`src/rtl/seg7_pkg.sv`:
```
// Shared helpers for the 7-segment scan driver: glyph table, dot lane index and
// a clog2 that never collapses to a zero-width vector.
package seg7_pkg;

  localparam int SEG_DOT = 0;

  function automatic int clog2_min1(input int n);
    int r;
    r = $clog2(n);
    return (r < 1) ? 1 : r;
  endfunction

  // Segments a..g on bits 6..0
  function automatic logic [6:0] hex7seg(input logic [3:0] nib);
    logic [6:0] seg;
    case (nib)
      4'h0: seg = 7'h7E;
      4'h1: seg = 7'h30;
      4'h2: seg = 7'h6D;
      4'h3: seg = 7'h79;
      4'h4: seg = 7'h33;
      4'h5: seg = 7'h5B;
      4'h6: seg = 7'h5F;
      4'h7: seg = 7'h70;
      4'h8: seg = 7'h7F;
      4'h9: seg = 7'h7B;
      4'hA: seg = 7'h77;
      4'hB: seg = 7'h1F;
      4'hC: seg = 7'h4E;
      4'hD: seg = 7'h3D;
      4'hE: seg = 7'h4F;
      default: seg = 7'h47;
    endcase
    return seg;
  endfunction

endpackage

```
`src/rtl/seg7_scan_driver_strobe_gen.sv`:
```
// Free-running divider: one-cycle tick on the last count of every period.
module strobe_gen
  import seg7_pkg::*;
#(
  parameter int period = 1
) (
  input  logic clk,
  input  logic rst,
  output logic o_tick
);

  localparam int CW = clog2_min1(period);
  localparam logic [CW-1:0] LAST = CW'(period - 1);

  logic [CW-1:0] r_cnt;

  always_ff @(posedge clk) begin
    if (rst) begin
      r_cnt <= '0;
    end else if (r_cnt == LAST) begin
      r_cnt <= '0;
    end else begin
      r_cnt <= r_cnt + 1'b1;
    end
  end

  assign o_tick = (r_cnt == LAST);

endmodule

```
`src/rtl/seg7_scan_driver.sv`:
```
// Time-multiplexed 7-segment driver with snapshot, PWM dimming, blank/blink,
// leading-zero suppression, configurable pin polarity and a frame strobe.
module seg7_scan_driver
  import seg7_pkg::*;
#(
  parameter int w_digit        = 8,
  parameter int w_bright       = 4,
  parameter int clk_mhz        = 50,
  parameter int update_hz      = 4,
  parameter int scan_hz        = 1000,
  parameter int blink_hz       = 2,
  parameter bit seg_active_low = 1'b0,
  parameter bit dig_active_low = 1'b0
) (
  input  logic                   clk,
  input  logic                   rst,
  input  logic [w_digit*4-1:0]   number,
  input  logic [w_digit-1:0]     dots,
  input  logic [w_digit-1:0]     blank,
  input  logic [w_digit-1:0]     blink,
  input  logic                   lz_blank,
  input  logic [w_bright-1:0]    brightness,
  output logic [7:0]             abcdefgh,
  output logic [w_digit-1:0]     digit,
  output logic                   frame_tick
);

  localparam int CLK_HZ  = clk_mhz * 1000000;
  localparam int RAW_UPD = CLK_HZ / update_hz;
  localparam int RAW_SUB = CLK_HZ / (scan_hz * (2 ** w_bright));
  localparam int RAW_BLK = CLK_HZ / (2 * blink_hz);
  localparam int T_UPD   = (RAW_UPD < 1) ? 1 : RAW_UPD;
  localparam int T_SUB   = (RAW_SUB < 1) ? 1 : RAW_SUB;
  localparam int T_BLK   = (RAW_BLK < 1) ? 1 : RAW_BLK;
  localparam int IW      = clog2_min1(w_digit);

  localparam logic [IW-1:0]      LAST_IDX = IW'(w_digit - 1);
  localparam logic [7:0]         SEG_OFF  = {8{seg_active_low}};
  localparam logic [w_digit-1:0] DIG_OFF  = {w_digit{dig_active_low}};

  logic w_upd_tick, w_sub_tick, w_blk_tick, w_pwm_wrap;

  strobe_gen #(.period(T_UPD)) u_upd (.clk(clk), .rst(rst), .o_tick(w_upd_tick));
  strobe_gen #(.period(T_SUB)) u_sub (.clk(clk), .rst(rst), .o_tick(w_sub_tick));
  strobe_gen #(.period(T_BLK)) u_blk (.clk(clk), .rst(rst), .o_tick(w_blk_tick));

  logic [w_digit*4-1:0] r_number;
  logic [w_digit-1:0]   r_dots, r_blank, r_blink, r_lz;
  logic [w_bright-1:0]  r_pwm, r_bright;
  logic [IW-1:0]        r_index;
  logic                 r_blink_phase, r_slot_start, r_frame_tick;
  logic [7:0]           r_abcdefgh;
  logic [w_digit-1:0]   r_digit;

  // Leading-zero mask of the incoming number; digit 0 is never suppressed.
  logic [w_digit-1:0] w_lz_next;
  logic               w_zero_above;
  always_comb begin
    w_lz_next    = '0;
    w_zero_above = lz_blank;
    for (int i = w_digit - 1; i >= 1; i--) begin
      w_zero_above = w_zero_above && (number[4*i +: 4] == 4'h0);
      w_lz_next[i] = w_zero_above;
    end
  end

  assign w_pwm_wrap = w_sub_tick && (r_pwm == {w_bright{1'b1}});

  logic [3:0]         w_nib;
  logic               w_dot, w_blank, w_blink, w_lz, w_lit;
  logic [w_digit-1:0] w_onehot;
  logic [6:0]         w_glyph;
  logic [7:0]         w_seg_raw, w_seg_next;
  logic [w_digit-1:0] w_dig_next;

  always_comb begin
    w_nib    = 4'h0;
    w_dot    = 1'b0;
    w_blank  = 1'b0;
    w_blink  = 1'b0;
    w_lz     = 1'b0;
    w_onehot = '0;
    for (int i = 0; i < w_digit; i++) begin
      if (r_index == IW'(i)) begin
        w_nib       = r_number[4*i +: 4];
        w_dot       = r_dots[i];
        w_blank     = r_blank[i];
        w_blink     = r_blink[i];
        w_lz        = r_lz[i];
        w_onehot[i] = 1'b1;
      end
    end
    // A suppressed zero with no dot has nothing to show, so keep its anode off too.
    w_lit = (r_pwm < r_bright) && !w_blank && !(w_blink && r_blink_phase)
            && !(w_lz && !w_dot);
    w_glyph            = w_lz ? 7'h00 : hex7seg(w_nib);
    w_seg_raw          = {w_glyph, 1'b0};
    w_seg_raw[SEG_DOT] = w_seg_raw[SEG_DOT] | w_dot;
    w_seg_next         = w_lit ? (w_seg_raw ^ SEG_OFF) : SEG_OFF;
    w_dig_next         = w_lit ? (w_onehot ^ DIG_OFF) : DIG_OFF;
  end

  always_ff @(posedge clk) begin
    if (rst) begin
      r_number <= '0;
      r_dots   <= '0;
      r_blank  <= '0;
      r_blink  <= '0;
      r_lz     <= '0;
    end else if (w_upd_tick) begin
      r_number <= number;
      r_dots   <= dots;
      r_blank  <= blank;
      r_blink  <= blink;
      r_lz     <= w_lz_next;
    end
  end

  // Brightness is picked up during reset so the very first slot is already visible.
  always_ff @(posedge clk) begin
    if (rst) begin
      r_pwm         <= '0;
      r_bright      <= brightness;
      r_index       <= '0;
      r_blink_phase <= 1'b0;
      r_slot_start  <= 1'b0;
      r_frame_tick  <= 1'b0;
      r_abcdefgh    <= SEG_OFF;
      r_digit       <= DIG_OFF;
    end else begin
      if (w_sub_tick) r_pwm <= r_pwm + 1'b1;
      if (w_pwm_wrap) begin
        r_bright <= brightness;
        r_index  <= (r_index == LAST_IDX) ? '0 : r_index + 1'b1;
      end
      if (w_blk_tick) r_blink_phase <= ~r_blink_phase;
      r_slot_start <= w_pwm_wrap;
      r_frame_tick <= r_slot_start && (r_index == '0);
      r_abcdefgh   <= w_seg_next;
      r_digit      <= w_dig_next;
    end
  end

  assign abcdefgh   = r_abcdefgh;
  assign digit      = r_digit;
  assign frame_tick = r_frame_tick;

endmodule
```
`config.mk`:
```
export PLATFORM = sky130hd
export DESIGN_NAME = seg7_scan_driver
export DESIGN_NICKNAME = d
export VERILOG_FILES = /design/src/rtl/seg7_pkg.sv /design/src/rtl/seg7_scan_driver_strobe_gen.sv /design/src/rtl/seg7_scan_driver.sv
export SDC_FILE = /design/constraint.sdc
export NUM_CORES = 1
export LEC_CHECK = 0
export ABC_AREA = 1
export BUFFER_PORTS_ARGS = -buffer_cell sky130_fd_sc_hd__buf_2
export CAP_MARGIN = 20
export CORE_ASPECT_RATIO = 0.7
export CORE_MARGIN = 3
export CORE_UTILIZATION = 63
export CTS_BUF_LIST = sky130_fd_sc_hd__clkbuf_16
export DETAILED_ROUTE_END_ITERATION = 8
export GPL_ROUTABILITY_DRIVEN = 0
export GPL_TIMING_DRIVEN = 0
export PLACE_DENSITY = 0.85
export SYNTH_ARGS = -nofsm -noshare
export SYNTH_HDL_FRONTEND = slang
export SYNTH_SLANG_ARGS = --single-unit
```
`constraint.sdc`:
```
create_clock -name clk -period 6.03 [get_ports clk]
set_input_delay 0.3015 -clock clk [delete_from_list [all_inputs] [get_ports clk]]
set_output_delay 0.3015 -clock clk [all_outputs]
set_load 0.005 [all_outputs]
```
# After elaboration in Yosys (flattened, before gate mapping)
# Memory sizes are Yosys's and may differ from the RTL's. A register that Yosys moved wholly into a read port is not among the register bits.
# Index checks and enable logic that the tools add are counted.
# word_totals
input_bits	63
mem_bits_ro	112
memories	1
word_cells	118
ff_bits	146
out_inout_bits	17
# memory_table
memory	depth	word_bits	read_ports	rd_ports_with_merged_regs	wr	line_no	text
(name not given)	16	7	1	1	0	seg7_pkg.sv:16	case (nib)
# op_classes
reduce_logical	32
bitwise	2
mux	50
order_cmp	1
n_addsub	5
eq_ne	11
# ops
op	n
$add 24x1->24 const B	2
$eq 24x24->1 const B	2
$mux 4	10
$mux 1	39
$logic_not 4->1	7
$logic_and 1x1->1	14
$add 12x1->12 const B	1
$eq 12x12->1 const B	1
$eq 3x3->1 const B	4
$reduce_or 2->1	4
$eq 3x2->1 const B	2
$add 4x1->4 const B	1
$eq 4x4->1 const B	1
$logic_not 1->1	4
$lt 4x4->1	1
$add 3x1->3 const B	1
$eq 3x1->1 const B	1
$logic_not 3->1	1
$mux 3	1
$reduce_or 3->1	1
$not 1->1	2
$reduce_bool 2->1	1

# Logic depth before layout (Yosys ltp)
# Gate-level depths: netlist of run 1.
# depth
word_depth	15
depth_mapped	19
depth_no_buf	19

# Modules after synthesis
# A second synthesis of run 1 with hierarchy kept.
# unflattened
hier_cells	1077
hier_area_um2	7643.6
# modules_own_cells
module	seq_area_each_um2	area_each_um2	n_inst	cells_per_inst
seg7_scan_driver	1901.8	4420.5	1	624
strobe_gen (u_blk ...)	480.5	1307.5	2	183
strobe_gen (u_sub)	240.2	608.1	1	87

# Worst setup path after synthesis of run 1
# OpenSTA, ideal clock, no wires.
# synth_path
path_type	register to register
start	register r_index[2]
end	register r_abcdefgh[4], in the netlist abcdefgh[4]
path_slack_ns	3.567
arrival_ns	2.342
required_time_ns	5.909
path_buffers	1
path_stages_with_launch	17
cell_sequence	dfxtp_1 -> inv_2 -> ha_1 -> inv_1 -> clkbuf_1 -> nand3_1 -> nand3_1 -> nand3_1 -> nand2_1 -> nand2_1 -> nand2_1 -> inv_1 -> ha_1 -> inv_1 -> nand3_1 -> nand3_1 -> a21oi_1
# synth_between
elab_chain_len	15
elab_cells_between_ends	58
classes_between	eq/ne: 7; mux: 39; bitwise: 1; reduce/logical: 11
# synth_rtl
item	line_no	text
start: declaration	seg7_scan_driver.sv:50	logic [IW-1:0] r_index;
start signal: assignment	seg7_scan_driver.sv:134	r_index <= (r_index == LAST_IDX) ? '0 : r_index + 1'b1;
$logic_not 3->1	seg7_scan_driver.sv:84	if (r_index == IW'(i)) begin
$mux 1 (8 in series)	seg7_scan_driver.sv:84	
$logic_not 1->1 (tied with other cells)	seg7_scan_driver.sv:94	w_lit = (r_pwm < r_bright) && !w_blank && !(w_blink && r_blink_phase)
$logic_and 1x1->1 (tied with other cells)	seg7_scan_driver.sv:94	
$logic_and 1x1->1 / $logic_not 1->1 (equally long branches)	seg7_scan_driver.sv:94, seg7_scan_driver.sv:95	
$logic_and 1x1->1	seg7_scan_driver.sv:95	&& !(w_lz && !w_dot);
$not 1->1 (no line)	-	
$reduce_or 3->1 (no line)	-	
end: declaration	seg7_scan_driver.sv:52	logic [7:0] r_abcdefgh;
# Several ways; a longest one is shown, not always the timed one.
# A chain may end at the register's enable or synchronous reset.

# Worst setup path in the final report of run 1
# layout_path
start	register r_index[2]
end	register r_abcdefgh[7], in the netlist abcdefgh[7]
# Same word-level chain as after synthesis.

==> results_dict.tcl, run 1 <==
set metrics [dict create \
    required_ns 6.38 \
    routed_wl_mm 18.5 \
    ctsResizeCount 0 \
    holdCritPathClass "in2reg" \
    synth_top_area_cell "dfxtp_1" \
    worstPathArrival_ns 3.62 \
    synth-adder-area-share_pct 3.67 \
    r2r_start "r_index[2]$_SDFFE_PP0P_" \
    power.density_nw_per_um2 262 \
    dr.pass1.iters 5 \
    synth_area_leaders "dfxtp_1 (42%), nand3_1 (9.4%), nand2_1 (9.1%)" \
    reg2reg_depth 11 \
    yosysWarnings 0 \
    place_ws_ns 2.89 \
    avgSynthCellArea_um2 7.30 \
    drc 0 \
    finalClockSkew_ns 0.0108 \
    status "finished clean" \
    grt_overflow 0 \
    chipWidth_um 133 \
    cts_setup_buffers 0 \
    rr_endpoint "abcdefgh[7]$_SDFF_PP0_" \
    synth_top_family_by_area "simple AND/OR/NAND/NOR gates" \
    yosysTopAreaCellShare_pct 41.7 \
    cts_tree "done" \
    area_growth_pct 16.6 \
    synth_flop_cell "dfxtp_1" \
    dieArea_um2 12700 \
    path_class "reg2reg" \
    antenna_found_initial 0 \
    setup_ws_ns 2.77 \
    post-place-cells 1207 \
    rows 31 \
    min_to "r_bright[3]$_DFFE_PP_" \
    die_height_um 95.2 \
    drt_first_iter_violations 664 \
    rrSetupSlack_ns 2.77 \
    yosysMostFrequentCell "nand2_1" \
    setup_violations 0 \
    fp.coreArea_um2 10700 \
    syn_area_um2 7160 \
    grtUsageTotal_pct 30.1 \
    netlist-cell-type-count 45 \
    place_area_um2 7740 \
    synth_xor_xnor_area_share_pct 1.47 \
    routedWlPerCell_um 14.9 \
    worstHoldStart "brightness[3]" \
    critPathMaxFanout 10 \
    viasPerCell 5.64 \
    hpwl_mm 13.1 \
    initial_core_util_pct 66.8 \
    syn_inst 980 \
    final_layout_size_suffix_gt1_share_pct 13.9 \
    period_needed_ns 3.26 \
    synth_seq_area_share_pct 43.4 \
    finalInstanceArea_um2 8340 \
    hold_viol 0 \
    pin_count 80 \
    vdd_ir_drop_max_uv 188 \
    p_leak_nw 3.48 \
    startpoint_type "flop" \
    cts_root_buf "clkbuf_16" \
    h-tree-depth 4 \
    maxCapViolCount 0 \
    slew_headroom_pct 40.7 \
    ant_nets 0 \
    vias 6984 \
    cts.reportedPaths.clkPinSlew_ns 0.07 \
    tightest_slew_ns 0.880 \
    synth_edf_count 4 \
    layout.cells.non_filler 1239 \
    first_global_vias 6332 \
    final_util_pct 77.9 \
    cts_num_sinks 153 \
    hold_depth 1 \
    synth_nets 1064 \
    synth-compound-area-share_pct 9.48 \
    grt_pass1_wl_mm 30.7 \
    fin_crit_sh_pct 54.1 \
    power.total_mw 2.19 \
    rsz0062_at_grt "no" \
    synth-seq-cells 153 \
    synth_simple_gate_area_share_pct 32.8 \
    cts_hold_buffers 0 \
    tns_ns 0 \
    cp-startpoint "r_index[2]$_SDFFE_PP0P_" \
    grt_start_max_net_pins 17 \
    slew_violations 0 \
    muxShareOfSynthArea_pct 0 \
    yosys-top-cells-count "nand2_1 (173), dfxtp_1 (149), inv_1 (135), nand3_1 (135), nor2_1 (83)" \
    portBuffers 79 \
    clockBufferDepth 2 \
    insertedDiodeCount 0 \
    cp-end-kind "flop" \
    ys_async_sr_fraction_pct 0 \
    cts_made_buffers 17 \
    clock_latency_ns 0.43 \
    fmax_mhz 306 \
    nets 1162 \
    hold_slack_ns 0.0421 \
]
## worst max path at each step
| stage | slack [ns] | end |
|---|---|---|
| final | 2.77 | abcdefgh[7]$_SDFF_PP0_ |
| after global routing | 2.50 | abcdefgh[4]$_SDFF_PP0_ |
| after CTS | 2.86 | abcdefgh[7]$_SDFF_PP0_ |
| after detailed placement | 2.89 | abcdefgh[7]$_SDFF_PP0_ |
| after global placement | 2.87 | abcdefgh[7]$_SDFF_PP0_ |
| after floorplan | 3.57 | abcdefgh[4]$_SDFF_PP0_ |
## cells in the final DEF, fill, tap and decap left out, drive strengths merged, types with 21 or more instances in the layout
master	n
nand3	137
buf	91
clkbuf	36
nand2	178
ha	21
dfxtp	149
o21ai	57
nor2	90
a21oi	41
nor4	21
inv	148
nor3	28
## critical path, stage by stage, from the launching register on
cell	delay (ns)
dfxtp_1	0.56
ha_1	0.22
clkbuf_1	0.44
clkinv_1	0.56
o21ai_0	0.22
inv_1	0.07
a21oi_1	0.35
inv_1	0.17
ha_1	0.25
nand2_1	0.11
nand3_1	0.09
a21oi_1	0.15
## final cells by class
| cell class | count | area, um2 |
|---|---|---|
| plain buffers | 29 | 121 |
| clock buffers | 19 | 475 |
| clock inverters | 13 | 130 |
| fillers | 809 | 2360 |
| inverters | 144 | 541 |
| multi-input cells | 654 | 3390 |
| flip-flops and latches | 153 | 3100 |
| well taps | 148 | 185 |
| repair buffers | 79 | 395 |
## registers in the layout (all words and copies together) (netlist names), 7 cells and up
signal / count
digit: 8
abcdefgh: 8
r_dots: 8
u_upd.r_cnt: 24
u_blk.r_cnt: 24
r_number: 32
r_blink: 8
r_blank: 8
r_lz: 7
u_sub.r_cnt: 12
## per-layer routing
metal	global-route usage, %	routed length (um)	vias up
met5	1.59	0	-
met4	10.3	442	0
met3	7.01	1870	42
met2	44.8	7640	334
met1	43.2	8550	3182
li1	-	-	3426
## where the power goes
part           total [mW]  internal [mW]  leakage, nW  switching, mW
combinational      0.0787         0.0292         1.94         0.0495
clock                1.08          0.627        0.291          0.453
sequential           1.03           1.02         1.24        0.00418
total                2.19           1.68         3.48          0.507
## kinds of logic after synthesis
logic type	after synthesis
buf+inv	173
simple gates	497
compound gates	124
fa+ha+maj	21
flops	153
xor+xnor	12
(Power assumes the default switching activity.)
==> run 2: changes to the inputs <==
--- a/config.mk
+++ b/config.mk
@@ -5,17 +5,17 @@
 export SDC_FILE = /design/constraint.sdc
 export NUM_CORES = 1
 export LEC_CHECK = 0
-export ABC_AREA = 1
+export ABC_AREA = 0
 export BUFFER_PORTS_ARGS = -buffer_cell sky130_fd_sc_hd__buf_2
 export CAP_MARGIN = 20
 export CORE_ASPECT_RATIO = 0.7
 export CORE_MARGIN = 3
-export CORE_UTILIZATION = 63
+export CORE_UTILIZATION = 58
 export CTS_BUF_LIST = sky130_fd_sc_hd__clkbuf_16
 export DETAILED_ROUTE_END_ITERATION = 8
 export GPL_ROUTABILITY_DRIVEN = 0
 export GPL_TIMING_DRIVEN = 0
-export PLACE_DENSITY = 0.85
+export PLACE_DENSITY = 0.79
 export SYNTH_ARGS = -nofsm -noshare
 export SYNTH_HDL_FRONTEND = slang
 export SYNTH_SLANG_ARGS = --single-unit
==> constraint.sdc (replaced) <==
create_clock -name clk -period 3.4 [get_ports clk]
set_input_delay 0.17 -clock clk [delete_from_list [all_inputs] [get_ports clk]]
set_output_delay 0.17 -clock clk [all_outputs]
set_load 0.005 [all_outputs]
==> run 2 against run 1 <==
  * Register-to-register slack got worse by 2.6 ns
  * Via count decreased by 5.7%
  * Non-clock buffer count increased by 46
  * Fmax increased by 0.87%
  * Flip-flop and latch count unchanged
  * Total power increased by 81%
  * Critical path type unchanged
  * Highest routed layer unchanged
==> results_dict.tcl, run 2 <==
set metrics [dict create \
    cts_num_sinks 153 \
    cp-end-kind "flop" \
    dieArea_um2 13400 \
    power.density_nw_per_um2 465 \
    rrSetupSlack_ns 0.16 \
    post-place-cells 1073 \
    grtUsageTotal_pct 28.5 \
    cts_tree "done" \
    maxCapViolCount 0 \
    slew_headroom_pct 46.6 \
    first_global_vias 6339 \
    vdd_ir_drop_max_uv 343 \
    pin_count 80 \
    synth-seq-cells 153 \
    synth_seq_area_share_pct 44.4 \
    required_ns 3.71 \
    final_layout_size_suffix_gt1_share_pct 15.5 \
    r2r_start "r_index[2]$_SDFFE_PP0P_" \
    p_sw_share_pct 21.2 \
    crit_chain "buf_6 > inv_4 > ha_2 > buf_4 > or2_4 > a221oi_2 > o22ai_1 > a221o_2 > inv_1 > ha_1 > or3_1 > a21oi_1 > a2111oi_2" \
    routed_wl_mm 19.0 \
    avgSynthCellArea_um2 8.31 \
    yosys-top-cells-count "nand2_1 (163), dfxtp_1 (149), nor2_1 (85)" \
    synth_edf_count 4 \
    worstPathArrival_ns 3.55 \
    layout_commonest_cell "nand2_1" \
    drc 0 \
    fp.coreArea_um2 11400 \
    top_register "r_number" \
    hold_depth 3 \
    slowest_delay_ns 0.47 \
    top_regs "r_number (32), u_blk.r_cnt (24), u_upd.r_cnt (24)" \
    nets 1054 \
    initial_core_util_pct 61.5 \
    fin_crit_sh_pct 95.2 \
    path_class "reg2reg" \
    ant_nets 0 \
    reg2reg_depth 13 \
    chipWidth_um 137 \
    yosysMostFrequentCell "nand2_1" \
    setup_violations 0 \
    cts_root_buf "clkbuf_16" \
    syn_area_um2 6990 \
    power_frac_seq_pct 46.3 \
    h-tree-depth 4 \
    combPwrFrac_pct 3.9 \
    dr.pass1.iters 5 \
    rsz0062_at_grt "no" \
    rr_endpoint "abcdefgh[4]$_SDFF_PP0_" \
    grt_pass1_wl_mm 30.5 \
    slew_violations 0 \
    cp_slowest_cell "a221o_2" \
    tightest_slew_ns 0.793 \
    rows 32 \
    clock_latency_ns 0.43 \
    synth_nets 925 \
    status "finished clean" \
    synth_area_leaders "dfxtp_1 (43%), nand2_1 (8.8%), a21oi_1 (5.9%)" \
    cts.reportedPaths.clkPinSlew_ns 0.06 \
    portBuffers 79 \
    worstHoldStart "number[3]" \
    finalClockSkew_ns 0.0116 \
    yosysTopAreaCellShare_pct 42.7 \
    drt_first_iter_violations 529 \
    syn_inst 841 \
    grt_start_max_net_pins 17 \
    yosysWarnings 0 \
    p_clk_share_pct 49.8 \
    routedWlPerCell_um 16.7 \
    p_leak_nw 3.29 \
    period_needed_ns 3.24 \
    largest_reg_flops 32 \
    holdCritPathClass "in2reg" \
    fmax_mhz 309 \
    synth_top_area_cell "dfxtp_1" \
    layout_common_cells "nand2_1 (163), dfxtp_1 (149), buf_2 (94)" \
    p_int_mw 3.11 \
    antenna_found_initial 0 \
    die_height_um 97.9 \
    cts_made_buffers 17 \
    synth_flop_cell "dfxtp_1" \
    layout.cells.non_filler 1136 \
    critPathMaxFanout 10 \
    area_growth_pct 21.6 \
    power.total_mw 3.95 \
    startpoint_type "flop" \
    hpwl_mm 13.3 \
    hold_viol 0 \
    clockBufferDepth 2 \
    min_to "r_number[3]$_SDFFE_PP0P_" \
    switchingPower_uw 839 \
    viasPerCell 5.80 \
    vias 6584 \
    insertedDiodeCount 0 \
    ys_async_sr_fraction_pct 0 \
    netlist-cell-type-count 67 \
    grt_overflow 0 \
]
==> run 2: timing repair <==
action	in CTS	in global routing
hold buffers	31	0
resized for setup	2	2
pin swaps	0	0
buffers inserted	0	0
endpoints found under the hold margin	31	0
setup endpoints to repair	3	4
==> run 2: critical path, delay by kind of cell (launching register included) <==
| kind | cells | cell delay [ns] |
|---|---|---|
| flip-flops | 1 | 0.35 |
| AO/OA/AOI/OAI | 5 | 1.08 |
| AND/OR/NAND/NOR | 2 | 0.64 |
| buffers and inverters | 4 | 0.57 |
| adder cells (fa/ha/maj) | 2 | 0.48 |
==> run 2: layer usage <==
layer | track usage (%) | vias up | share of wire [%]
met2 | 43.5 | 319 | 44
met4 | 10.4 | 0 | 2.3
met5 | 0 | - | 0
met3 | 8.03 | 45 | 10
met1 | 38.7 | 3092 | 43
li1 | - | 3128 | -
==> run 2: cell families (layout without fill, tap and decap cells) <==
family	after synthesis	count (layout)	synth area share (%)
adder cells (fa/ha/maj)	21	21	3.76
AND/OR/NAND/NOR	390	390	26.3
buffers and inverters	72	214	4.89
multiplexers	2	2	0.286
XOR/XNOR	57	57	7.14
flip-flops	153	153	44.4
AO/OA/AOI/OAI	146	146	13.2
==> run 2: final cells by class <==
type	instances	area (um2)
Multi-Input combinational cell	616	3550
Sequential cell	153	3100
Fill cell	816	2870
Timing Repair Buffer	110	706
Clock buffer	17	425
Buffer	44	236
Tap cell	153	191
Clock inverter	15	183
Inverter	28	108
==> run 2: power by group through the flow <==
stage,sequential [mW],clock [mW],combinational (mW)
5_1_grt,1.83,2.05,0.169
3_3_place_gp,1.87,0,0.117
6_report,1.83,1.97,0.154
4_1_cts,1.83,1.98,0.150
2_1_floorplan,1.87,0,0.0556
3_5_place_dp,1.87,0,0.122
==> run 2: worst max-delay path by stage <==
stage,startpoint,endpoint,slack (ns)
floorplan,r_index[2]$_SDFFE_PP0P_,abcdefgh[4]$_SDFF_PP0_,0.38
finish,r_index[2]$_SDFFE_PP0P_,abcdefgh[4]$_SDFF_PP0_,0.16
global route,r_index[2]$_SDFFE_PP0P_,abcdefgh[4]$_SDFF_PP0_,0.02
detailed placement,r_index[2]$_SDFFE_PP0P_,abcdefgh[4]$_SDFF_PP0_,-0.15
CTS,r_index[2]$_SDFFE_PP0P_,abcdefgh[4]$_SDFF_PP0_,0.009
global placement,r_index[2]$_SDFFE_PP0P_,abcdefgh[4]$_SDFF_PP0_,-0.09
==> run 2: metrics by stage <==
step	hold WS (ns)	utilization (%)	TNS, ns	instance area, um2	worst slack [ns]
2_1_floorplan	0.269	-	0	6990	0.380
6_report	0.00307	74.8	0	8500	0.164
3_5_place_dp	0.348	66.6	-0.153	7580	-0.153
3_3_place_gp	0.348	66.6	-0.0890	7580	-0.0890
5_1_grt	0.00922	74.8	0	8500	0.0172
4_1_cts	0.000151	74.7	0	8500	0.00851
==> run 3: changes to the inputs <==
--- a/config.mk
+++ b/config.mk
@@ -14,7 +14,6 @@
 export CTS_BUF_LIST = sky130_fd_sc_hd__clkbuf_16
 export DETAILED_ROUTE_END_ITERATION = 8
 export GPL_ROUTABILITY_DRIVEN = 0
-export GPL_TIMING_DRIVEN = 0
 export PLACE_DENSITY = 0.79
 export SYNTH_ARGS = -nofsm -noshare
 export SYNTH_HDL_FRONTEND = slang
==> run 3 against run 2 <==
  * Via count decreased by 6.0%
  * Flip-flop and latch count unchanged
  * Wire length is 10% lower
  * Critical path depth shrank 2
  * Clock power barely moved
==> results_dict.tcl, run 3 (synthesized netlist as in run 2, its figures left out) <==
set metrics [dict create \
    viasPerCell 5.59 \
    setup_violations 0 \
    cts_root_buf "clkbuf_16" \
    chipWidth_um 137 \
    ctsResizeCount 0 \
    grt_start_max_net_pins 79 \
    required_ns 3.69 \
    cts_made_buffers 17 \
    cts.reportedPaths.clkPinSlew_ns 0.06 \
    hold_viol 0 \
    met3_length_mm 1.32 \
    first_global_vias 5731 \
    top_regs "r_number (32), u_blk.r_cnt (24), u_upd.r_cnt (24)" \
    routedWlPerCell_um 15.4 \
    pin_count 80 \
    routed_wl_mm 17.0 \
    p_leak_nw 3.22 \
    portBuffers 79 \
    rsz0062_at_grt "no" \
    nets 1024 \
    critPathMaxFanout 10 \
    initial_core_util_pct 61.5 \
    area_growth_pct 19.7 \
    maxCapViolCount 0 \
    rows 32 \
    cp_slowest_cell "ha_1" \
    top_register "r_number" \
    fmax_mhz 325 \
    layout_commonest_cell "nand2_1" \
    top_layer "met4" \
    slowest_delay_ns 0.42 \
    cp-end-kind "flop" \
    largest_reg_flops 32 \
    tns_ns 0 \
    hold_slack_ns 0.00823 \
    antenna_found_initial 0 \
    dieArea_um2 13400 \
    slew_headroom_pct 48.6 \
    vdd_ir_drop_max_uv 352 \
    grt_pass1_wl_mm 27.4 \
    ant_nets 0 \
    insertedDiodeCount 0 \
    final_layout_size_suffix_gt1_share_pct 14.6 \
    hpwl_mm 11.7 \
    period_needed_ns 3.08 \
    dr.pass1.iters 5 \
    worst-path-buf-inv 2 \
    startpoint_type "flop" \
    worstPathArrival_ns 3.37 \
    tightest_slew_ns 0.771 \
    die_height_um 97.9 \
    layout_common_cells "nand2_1 (163), dfxtp_1 (149), nor2_1 (85)" \
    clock_latency_ns 0.42 \
    drt-met1-wl_mm 8.16 \
    grt_overflow 0 \
    h-tree-depth 4 \
    crit_chain "inv_1 > ha_1 > nand2_1 > or3_1 > o21ai_0 > a21o_1 > inv_1 > ha_1 > or3_1 > a21oi_1 > a2111oi_2" \
    slew_violations 0 \
    holdCritPathClass "in2reg" \
    power.density_nw_per_um2 470 \
    met2WireLength_mm 7.28 \
    grtUsageTotal_pct 25.1 \
    status "finished clean" \
    drt_first_iter_violations 496 \
    fp.coreArea_um2 11400 \
    clockBufferDepth 2 \
    cp_top_family "simple AND/OR/NAND/NOR gates" \
    drc 0 \
    cts_setup_buffers 0 \
    cts_tree "done" \
    nFillCells 837 \
    path_class "reg2reg" \
    finalClockSkew_ns 0.00749 \
    vias 6187 \
    fin_crit_sh_pct 90.6 \
    cts_num_sinks 153 \
]
==> run 3: cell types whose count changed in the layout (fill, tap and decap cells not counted), moves of 4 or more <==
cell,delta
buf_2,-15
buf_4,+7
buf_6,-4
clkbuf_1,-19
==> run 3: where the power goes <==
part           switching [mW]  internal [mW]
registers              0.0113           1.82
logic                  0.0700         0.0728
clock network           0.746           1.22
==> run 3: final timing paths <==
kind                                  start                        end  slack [ns]  cells after the start
setup / recovery    r_index[0]$_SDFFE_PP0P_     abcdefgh[4]$_SDFF_PP0_        0.32                     11
hold / removal                    number[4]   r_number[4]$_SDFFE_PP0P_       0.008                      3
setup reg to reg    r_index[0]$_SDFFE_PP0P_     abcdefgh[4]$_SDFF_PP0_        0.32                     11
hold reg to reg   u_upd.r_cnt[0]$_SDFF_PP0_  u_upd.r_cnt[0]$_SDFF_PP0_        0.44                      1
==> run 3: tightest hold or removal path, stage by stage <==
cell	delay (ns)
buf_2	0.10
nand2_1	0.05
a21oi_1	0.06
==> run 3: final cells by class <==
class | count | area, um2 | area share [%]
timing repair buffer | 124 | 813 | 9.72
clock buffer | 17 | 425 | 5.08
tap | 153 | 191 | 2.29
clock inverter | 15 | 184 | 2.20
inverter | 28 | 105 | 1.26
multi-input combinational | 616 | 3550 | 42.4
sequential | 153 | 3100 | 37.1
==> run 3: layer usage <==
metal  track usage [%]  vias to the layer above
met5                 0                        -
li1                  -                     3070
met2              37.9                      249
met3              5.36                       28
met1              36.1                     2840
met4              7.52                        0
==> run 3: stage by stage <==
step	util [%]	power, mW	worst slack (ns)	instance area [um2]	cells
after global routing	73.6	4.05	0.139	8370	1106
after CTS	73.6	3.95	0.361	8370	1106
after floorplan	-	1.92	0.380	6990	841
after detailed placement	65.4	1.98	0.371	7440	1042
after global placement	65.4	1.98	0.514	7440	1042
final	73.6	3.94	0.321	8370	1106
==> run 3: timing repair <==
item / 4_1_cts / 5_1_grt
hold endpoints to repair: 32 / 0
endpoints found under the setup margin: 0 / 0
hold buffers: 32 / 0
